## src/rtl/display_scan_ctrl.sv

```systemverilog
// Scan controller for an 8-digit 7-segment display: 1-cycle registered outputs, no backpressure.
// New frames are staged and only swapped into the active buffers at the end of digit 8's slot.
module display_scan_ctrl #(
   parameter int DIV   = 50000,
   parameter int BLANK = 500
) (
   input  logic        Clk,
   input  logic        Rst_n,
   input  logic        Enable,
   input  logic        Load,
   input  logic [31:0] Digits_in,
   input  logic [7:0]  Mask_in,
   output logic [7:0]  Channal,
   output logic [3:0]  Data,
   output logic        Blank,
   output logic        Pending,
   output logic        Frame_done
);

   localparam int            PW        = $clog2(DIV);
   localparam logic [PW-1:0] LAST      = PW'(DIV - 1);
   localparam logic [PW-1:0] BLANK_END = PW'(BLANK);

   logic [PW-1:0] presc, presc_nx;
   logic [31:0]   act_digits, stg_digits, digits_nx;
   logic [7:0]    act_mask, stg_mask, mask_nx, chan_nx;
   logic [2:0]    idx_nx;
   logic          slot_end, boundary, apply;

   // Data/Blank are derived from the next-cycle state so they switch together with Channal.
   always_comb begin
      slot_end  = Enable && (presc == LAST);
      boundary  = slot_end && (Channal == 8'd8);
      apply     = boundary && Pending;
      presc_nx  = presc;
      chan_nx   = Channal;
      if (slot_end) begin
         presc_nx = '0;
         chan_nx  = (Channal == 8'd8) ? 8'd1 : Channal + 8'd1;
      end else if (Enable) begin
         presc_nx = presc + PW'(1);
      end
      digits_nx = apply ? stg_digits : act_digits;
      mask_nx   = apply ? stg_mask : act_mask;
      idx_nx    = chan_nx[2:0] - 3'd1;
   end

   always_ff @(posedge Clk or negedge Rst_n) begin
      if (!Rst_n) begin
         presc      <= '0;
         Channal    <= 8'd1;
         Data       <= 4'd0;
         Blank      <= 1'b1;
         Pending    <= 1'b0;
         Frame_done <= 1'b0;
         act_digits <= '0;
         act_mask   <= 8'hFF;
         stg_digits <= '0;
         stg_mask   <= '0;
      end else begin
         presc      <= presc_nx;
         Channal    <= chan_nx;
         act_digits <= digits_nx;
         act_mask   <= mask_nx;
         Data       <= digits_nx[{idx_nx, 2'b00} +: 4];
         Blank      <= (presc_nx < BLANK_END) || mask_nx[idx_nx] || !Enable;
         Frame_done <= boundary;
         // A load on the boundary cycle keeps Pending set: the old staging is applied now,
         // the new frame waits for the next boundary.
         if (Load) begin
            stg_digits <= Digits_in;
            stg_mask   <= Mask_in;
            Pending    <= 1'b1;
         end else if (apply) begin
            Pending    <= 1'b0;
         end
      end
   end

endmodule

```

## config.mk

```make
export PLATFORM = sky130hd
export DESIGN_NAME = display_scan_ctrl
export DESIGN_NICKNAME = d
export VERILOG_FILES = /design/src/rtl/display_scan_ctrl.sv
export SDC_FILE = /design/constraint.sdc
export NUM_CORES = 1
export LEC_CHECK = 0
export ABC_CLOCK_PERIOD_IN_PS = 6400
export CORE_ASPECT_RATIO = 1.25
export CORE_UTILIZATION = 62
export CTS_BUF_LIST = sky130_fd_sc_hd__clkbuf_4
export DETAILED_ROUTE_END_ITERATION = 10
export PLACE_DENSITY = 0.89
export SKIP_LAST_GASP = 1
export SLEW_MARGIN = 40
export SYNTH_ARGS = -nofsm -noshare
export SYNTH_HDL_FRONTEND = slang
export SYNTH_SLANG_ARGS = --single-unit
```

## constraint.sdc

```tcl
create_clock -name Clk -period 6.4 [get_ports Clk]
set_clock_uncertainty 0.2 [all_clocks]
set_input_delay 0.64 -clock Clk [delete_from_list [all_inputs] [get_ports Clk]]
set_output_delay 0.64 -clock Clk [all_outputs]
set_load 0.005 [all_outputs]
```

==> impl_metrics.tcl, run 1 <==
set metrics [dict create \
    synth_compound_area_frac 0.0447 \
    p_leak_nw 2.74 \
    rr_worst_depth 11 \
    grtUsageTotal 0.256 \
    synth_common_cells "dfrtp_1 (101), nand2_1 (93), mux2_2 (53)" \
    dp_hpwl_um 6870 \
    cts_tree "built" \
    ys_warn_count 0 \
    yosysMostFrequentCell "dfrtp_1" \
    cts_sinks 111 \
    synth_xor_area_frac 0.0295 \
    hold_class "reg2reg" \
    wire_per_inst_um 16.9 \
    worstMarginPinSlew_ns 0.729 \
    arrival_ns 4.80 \
    min_period_over_period 0.719 \
    h-tree-depth 3 \
    core_um2 7840 \
    drc 0 \
    n_antenna_cell 0 \
    root_buffer "clkbuf_4" \
    synthesis.nets 481 \
    placed_cells 567 \
    netlist.area_leader.share 0.501 \
    clk_pin_slew_ns 0.17 \
    layoutNonFillerInstCount 584 \
    grt_pass1_wl_um 16100 \
    synthFlopType "dfrtp_1" \
    p_seq_frac 0.600 \
    muxShareOfSynthArea 0.170 \
    multiInputGateArea_um2 2130 \
    outcome "complete, no violations" \
    setup_viol 0 \
    finalCriticalPeriod_ns 4.60 \
    synth_top_family_by_area "multiplexers" \
    grt_start_max_net_pins 85 \
    grt_pass1_vias 3530 \
    regArea_um2 2790 \
    drtAntennaViolNets 0 \
    drive_above_1_share 0.207 \
    slew_viol_final 0 \
    synth_edf_count 0 \
    synth_adder_area_share 0.00993 \
    cp.required_ns 6.60 \
    die-area_um2 8500 \
    relSlewSlack 0.514 \
    netlist_area_um2 5040 \
    yosysTopAreaCell "dfrtp_1" \
    first_pass_iters 5 \
    p_sw_w 0.000338 \
    routed_wirelength_um 9850 \
    yosys.area_share.simple 0.166 \
    globalplace.congestion 0.860 \
    cp-start-kind "register" \
    finalInstanceArea_um2 5850 \
    rr_endpoint "Blank" \
    fill_cells 535 \
    cts_resized 0 \
    yosysUniqueCellTypes 48 \
    holdBufCountCts 1 \
    synth-seq-cells 111 \
    hold_path_depth 2 \
    numCtsBuffers 9 \
    cap_viol_max_count 0 \
    first_iter_violations 143 \
    synth.area.top_cells "dfrtp_1 (50%), mux2_2 (12%), nand2_1 (6.9%)" \
    p_sw_frac 0.257 \
    num_io_pins 59 \
    path_class "reg2reg" \
    combinationalPowerShare 0.095 \
    clkLatencyLatePin_ns 0.47 \
    antenna_found_initial 0 \
    worstReg2RegStart "presc[0]" \
    area_growth_pct 16.0 \
    cp_max_fo 25 \
    grt-ovfl-total 0 \
    clock.fmax_mhz 217 \
    pwr-share-clk 0.305 \
    rsz0062_at_grt "no" \
    nNetsFinal 532 \
    numPortBuffers 58 \
    synthArstFlopShare 1.00 \
    hold_viol 0 \
    holdPathEnd "act_mask[0]" \
    num_rows 36 \
    num_vias 3498 \
    hp-start "act_mask[0]" \
    total_power_w 0.00131 \
    ys_seq_area_frac 0.553 \
    cp-end-kind "register" \
    place_area_um2 5670 \
    syn_area_per_cell_um2 11.6 \
    die_x_um 82.7 \
    routed_via_density 5.99 \
    powerDensity_nw_per_um2 225 \
    peakVddDrop_uv 179 \
    finalSetupTns_ns 0 \
    start_util 0.643 \
    cts_max_path_buffers 2 \
    p_int_w 0.000977 \
    die_h_um 103 \
    cts_setup_buffers 0 \
    reg2reg_slack_ns 1.80 \
    syn_inst 433 \
]
[critical path, stage by stage, from the launching register on]
cell,delay (ns)
dfrtp_1,0.45
ha_1,0.23
or4b_4,0.53
nor4_4,0.69
mux2i_4,0.50
inv_1,0.13
ha_1,0.25
inv_1,0.07
a311o_1,0.09
and4_2,0.56
mux4_2,0.58
a211o_1,0.25
[per-stage QoR]
stage               setup WS, ns  hold slack [ns]   util
detailed placement          1.59            0.246  0.723
global placement            1.44            0.241  0.721
floorplan                   2.61            0.144      -
finish                      1.80            0.267  0.746
global route                1.60            0.283  0.746
CTS                         1.83            0.268  0.746
[worst max path at each step]
stage	start	end	cells after the start
after floorplan	presc[0]	Data[2]	14
after detailed placement	Enable	Blank	11
after CTS	presc[0]	Blank	11
after global routing	presc[0]	Blank	11
final	presc[0]	Blank	11
after global placement	Enable	Blank	11
[cell type report]
| class | count | share of cell area |
|---|---|---|
| clock buffers | 9 | 0.0116 |
| clock inverters | 7 | 0.0175 |
| multi-input cells | 292 | 0.364 |
| inverters | 9 | 0.00578 |
| well taps | 95 | 0.0203 |
| flip-flops and latches | 111 | 0.477 |
| repair buffers | 61 | 0.103 |
[registers in the layout, summed over array words and instances (netlist names)]
register,flops
act_digits,32
Pending,1
stg_mask,8
stg_digits,32
Frame_done,1
act_mask,8
Data,4
presc,16
Blank,1
Channal,8
[cell families (layout without fill, tap and decap cells)]
| family | after synthesis | in the layout |
|---|---|---|
| AOI/OAI and AO/OA | 32 | 32 |
| xor gates and xnor gates | 17 | 17 |
| adders and majority gates | 4 | 4 |
| buffers and inverters | 30 | 86 |
| DFF | 111 | 111 |
| muxes | 71 | 71 |
| and+or+nand+nor | 168 | 168 |
[power by group through the flow]
stage | combinational, W | clock, W | sequential (W)
after floorplan | 0.0000871 | 0 | 0.000775
after global placement | 0.000118 | 0 | 0.000797
after detailed placement | 0.000125 | 0 | 0.000801
after CTS | 0.000127 | 0.000407 | 0.000787
after global routing | 0.000139 | 0.000435 | 0.000795
final | 0.000125 | 0.000401 | 0.000789
[placed cells by master (no fill, tap or decap), types with 3 or more instances in the layout]
master / n
dfstp_2: 10
mux2_1: 3
clkbuf_4: 9
nor3_1: 4
mux4_2: 5
ha_1: 4
nand3_1: 7
nand4_1: 13
o21ai_0: 4
nand2b_1: 8
mux2_2: 53
nor4_1: 3
nand2_1: 93
mux2i_1: 9
a21oi_1: 6
xnor2_1: 9
dfrtp_1: 101
clkdlybuf4s50_1: 56
xor2_1: 8
o211ai_1: 8
buf_4: 3
and3_1: 4
nor2_1: 21
inv_1: 9
[routing by layer]
layer | track usage | part of all wire
met5 | 0 | 0
met4 | 0.119 | 0.024
met3 | 0.0673 | 0.055
met2 | 0.424 | 0.52
met1 | 0.312 | 0.40
Power figures use the tool's default switching activity.
==> run 2, diff against run 1 <==
ABC_CLOCK_PERIOD_IN_PS = 4730   (was 6400)
CORE_UTILIZATION = 58   (was 62)
PLACE_DENSITY = 0.84   (was 0.89)
clock period = 4.73 ns   (was 6.4 ns; I/O delays follow)
==> impl_metrics.tcl, run 2 (synthesized netlist as in run 1, its figures left out) <==
set metrics [dict create \
    wl_met1_um 4050 \
    cts_setup_buffers 0 \
    worstMarginPinSlew_ns 0.647 \
    hold_path_depth 2 \
    finalSetupTns_ns 0 \
    routed_wirelength_um 9770 \
    clkLatencyLatePin_ns 0.47 \
    finalCriticalPeriod_ns 4.09 \
    fill_cells 603 \
    holdBufCountCts 1 \
    crit_start "presc[0]" \
    cts_resized 0 \
    reg.largest.list "act_digits (32), stg_digits (32), presc (16)" \
    drive_above_1_share 0.204 \
    cp-end-kind "register" \
    cp_max_fo 25 \
    root_buffer "clkbuf_4" \
    grtUsageTotal 0.241 \
    min_period_over_period 0.865 \
    numCtsBuffers 9 \
    cts_max_path_buffers 2 \
    outcome "complete, no violations" \
    grt_pass1_vias 3589 \
    crit_path_top_delay_cell "mux4_2" \
    core_um2 8330 \
    globalplace.congestion 0.884 \
    first_iter_violations 239 \
    dp_hpwl_um 7050 \
    start_util 0.605 \
    reg2reg_slack_ns 0.64 \
    slew_viol_final 0 \
    wl_met3_um 361 \
    worstReg2RegStart "presc[0]" \
    num_vias 3422 \
    cts_tree "built" \
    hold_viol 0 \
    drtAntennaViolNets 0 \
    clk_pin_slew_ns 0.15 \
    rr_worst_depth 12 \
    n_antenna_cell 0 \
    first_pass_iters 4 \
    hp-start "act_mask[2]" \
    nNetsFinal 535 \
    grt-ovfl-total 0 \
    routed_via_density 5.83 \
    post-route-util 0.695 \
    arrival_ns 4.30 \
    numPortBuffers 58 \
    grt_start_max_net_pins 73 \
    layout_common_cells "dfrtp_1 (101), nand2_1 (93), clkdlybuf4s50_1 (56), mux2_2 (53), nor2_1 (21)" \
    path_class "reg2reg" \
    h-tree-depth 3 \
    multiInputGateArea_um2 2120 \
    hold_class "reg2reg" \
    clock.fmax_mhz 244 \
    layout_commonest_cell "dfrtp_1" \
    drc 0 \
    cp-start-kind "register" \
    die_h_um 106 \
    cp.required_ns 4.94 \
    area_growth_pct 15.0 \
    dr.max_layer_used "met4" \
    worstPathCellList "ha_1 -> or4b_4 -> nor4_4 -> mux2i_4 -> inv_1 -> ha_1 -> inv_1 -> a311o_1 -> and4_1 -> buf_4 -> mux4_2 -> a211o_1" \
    relSlewSlack 0.568 \
    cap_viol_max_count 0 \
    setup_viol 0 \
    antenna_found_initial 0 \
    peakVddDrop_uv 223 \
    die-area_um2 9070 \
    num_rows 37 \
    wl_met2_um 5160 \
    cts_sinks 111 \
    die_x_um 85.4 \
    slowest_delay_ns 0.54 \
    regArea_um2 2790 \
    rsz0062_at_grt "no" \
    wire_per_inst_um 16.6 \
    num_io_pins 59 \
    grt_pass1_wl_um 16800 \
    p_leak_nw 2.72 \
    powerDensity_nw_per_um2 282 \
]
run 2: routing by layer:
metal | GRT usage | vias to the layer above
met1 | 0.295 | 1716
met3 | 0.0543 | 18
li1 | - | 1612
met2 | 0.414 | 76
met4 | 0.0976 | 0
met5 | 0 | -
run 2: critical path, delay by kind of cell (launching register included):
kind                     cells  cell delay, ns
AO/OA/AOI/OAI                2            0.33
adder cells (fa/ha/maj)      2            0.47
buffers and inverters        3            0.50
flip-flops                   1            0.44
multiplexers                 2            1.00
AND/OR/NAND/NOR              3            1.10
run 2: cell type report:
| class | instances | share of cell area |
|---|---|---|
| tap | 97 | 0.0209 |
| multi-input combinational | 292 | 0.366 |
| timing repair buffer | 64 | 0.108 |
| inverter | 9 | 0.00583 |
| clock buffer | 10 | 0.0130 |
| clock inverter | 4 | 0.00432 |
| sequential | 111 | 0.481 |
run 2: final timing paths:
| path | to |
|---|---|
| min | act_mask[2] |
| max | Blank |
| min in group asynchronous | act_digits[2] |
| max in group asynchronous | stg_digits[9] |
| min reg2reg | act_mask[2] |
| max reg2reg | Blank |
run 2: where the power goes:
part           total (W)  switching [W]  internal, W
sequential       0.00107      0.0000633      0.00100
clock           0.000397       0.000290     0.000107
combinational   0.000169      0.0000744    0.0000943
run 2: through the flow:
stage	area (µm²)	instances	hold WS, ns	worst slack [ns]	power, W
2_1_floorplan	5040	433	-0.0226	0.941	0.00117
3_3_place_gp	5670	572	0.241	0.650	0.00124
3_5_place_dp	5680	572	0.247	0.503	0.00125
4_1_cts	5790	587	0.267	0.647	0.00164
5_1_grt	5800	587	0.278	0.406	0.00171
6_report	5800	587	0.266	0.639	0.00163
==> run 3, diff against run 2 <==
ABC_CLOCK_PERIOD_IN_PS = 4400   (was 4730)
SETUP_SLACK_MARGIN = 0.02   (was unset)
clock period = 4.4 ns   (was 4.73 ns; I/O delays follow)
==> impl_metrics.tcl, run 3 (synthesized netlist as in run 1, its figures left out) <==
set metrics [dict create \
    first_iter_violations 224 \
    core_um2 8330 \
    first_pass_iters 5 \
    area_growth_pct 15.7 \
    rsz0062_at_grt "no" \
    routed_via_density 5.78 \
    finalCriticalPeriod_ns 3.79 \
    clkLatencyLatePin_ns 0.45 \
    die_x_um 85.4 \
    hold_class "reg2reg" \
    clk_pin_slew_ns 0.17 \
    drtAntennaViolNets 0 \
    path_class "reg2reg" \
    min_period_over_period 0.861 \
    p_leak_nw 2.73 \
    grt-ovfl-total 0 \
    root_buffer "clkbuf_4" \
    routed_wirelength_um 9690 \
    cp-end-kind "register" \
    drive_above_1_share 0.211 \
    finalInstanceArea_um2 5830 \
    num_vias 3409 \
    clock.fmax_mhz 264 \
    worstMarginPinSlew_ns 0.701 \
    slew_viol_final 0 \
    setup_viol 0 \
    hold_ws_ns 0.265 \
    cts_max_path_buffers 2 \
    die-area_um2 9070 \
    cts_resized 0 \
    n_antenna_cell 0 \
    grt_pass1_wl_um 16700 \
    grtUsageTotal 0.235 \
    h-tree-depth 3 \
    cts_setup_buffers 0 \
    placed_cells 573 \
    drc 0 \
    cts_sinks 111 \
    final.setup.worst_slack_ns 0.611 \
    num_io_pins 59 \
    cap_viol_max_count 0 \
    wire_per_inst_um 16.4 \
    relSlewSlack 0.533 \
    nNetsFinal 536 \
    cp.required_ns 4.52 \
    reg.largest.list "act_digits (32), stg_digits (32), presc (16)" \
    hold_viol 0 \
    layout_common_cells "dfrtp_1 (101), nand2_1 (93), clkdlybuf4s50_1 (56), mux2_2 (53), nor2_1 (21)" \
    numPortBuffers 58 \
    layoutNonFillerInstCount 590 \
    peakVddDrop_uv 223 \
    cp_max_fo 24 \
    die_h_um 106 \
    powerDensity_nw_per_um2 308 \
    num_rows 37 \
    dp_slack_ns 0.562 \
    holdBufCountCts 1 \
    grt_start_max_net_pins 81 \
    antenna_found_initial 0 \
    cp-start-kind "register" \
    numCtsBuffers 9 \
    place_area_um2 5690 \
    dp_hpwl_um 6990 \
    finalSetupTns_ns 0 \
    layout_commonest_cell "dfrtp_1" \
    grt_pass1_vias 3481 \
    arrival_ns 3.91 \
    globalplace.congestion 0.872 \
    outcome "complete, no violations" \
    start_util 0.605 \
    cts_tree "built" \
]
## run 3: power by group
part	internal [W]	total [W]	switching (W)
Combinational	0.000101	0.000178	0.0000767
Sequential	0.00108	0.00115	0.0000684
Clock	0.000132	0.000467	0.000335
## run 3: layout make-up
| class | count | area, µm² |
|---|---|---|
| clock inverter | 6 | 53.8 |
| fill | 602 | 2500 |
| tap | 97 | 121 |
| timing repair buffer | 65 | 634 |
| clock buffer | 10 | 75.1 |
| sequential | 111 | 2790 |
| multi-input combinational | 292 | 2120 |
| inverter | 9 | 33.8 |
## run 3: layer usage
metal / wire [µm] / track usage
met5: 0 / 0
met4: 167 / 0.0714
met3: 361 / 0.0427
met2: 5080 / 0.412
met1: 4080 / 0.298
## run 3: worst paths after layout
kind	from	endpoint	slack (ns)	cells past startpoint
worst max-delay path	presc[0]	Data[2]	0.61	13
worst min register to register	act_mask[1]	act_mask[1]	0.27	2
max in group asynchronous	Rst_n	Blank	2.72	3
min in group asynchronous	Rst_n	stg_digits[18]	0.36	2
worst max register to register	presc[0]	Data[2]	0.61	13
worst min-delay path	act_mask[1]	act_mask[1]	0.27	2
## run 3: worst max-delay path, cell delays in order, from the launching register on
cell and delay (ns):
dfrtp_1 0.44, ha_1 0.22, or4b_4 0.53, nor4_4 0.56, nor2_1 0.08, a21oi_1 0.18
ha_1 0.25, nor2_1 0.07, nand4_1 0.09, and4_1 0.25, buf_4 0.29, mux4_2 0.33
nand2_1 0.08, nand4_1 0.08
## run 3: per-stage QoR
stage | power [W] | util
final | 0.00179 | 0.700
after global placement | 0.00133 | 0.682
after CTS | 0.00181 | 0.700
after floorplan | 0.00125 | -
after detailed placement | 0.00134 | 0.683
after global routing | 0.00187 | 0.700
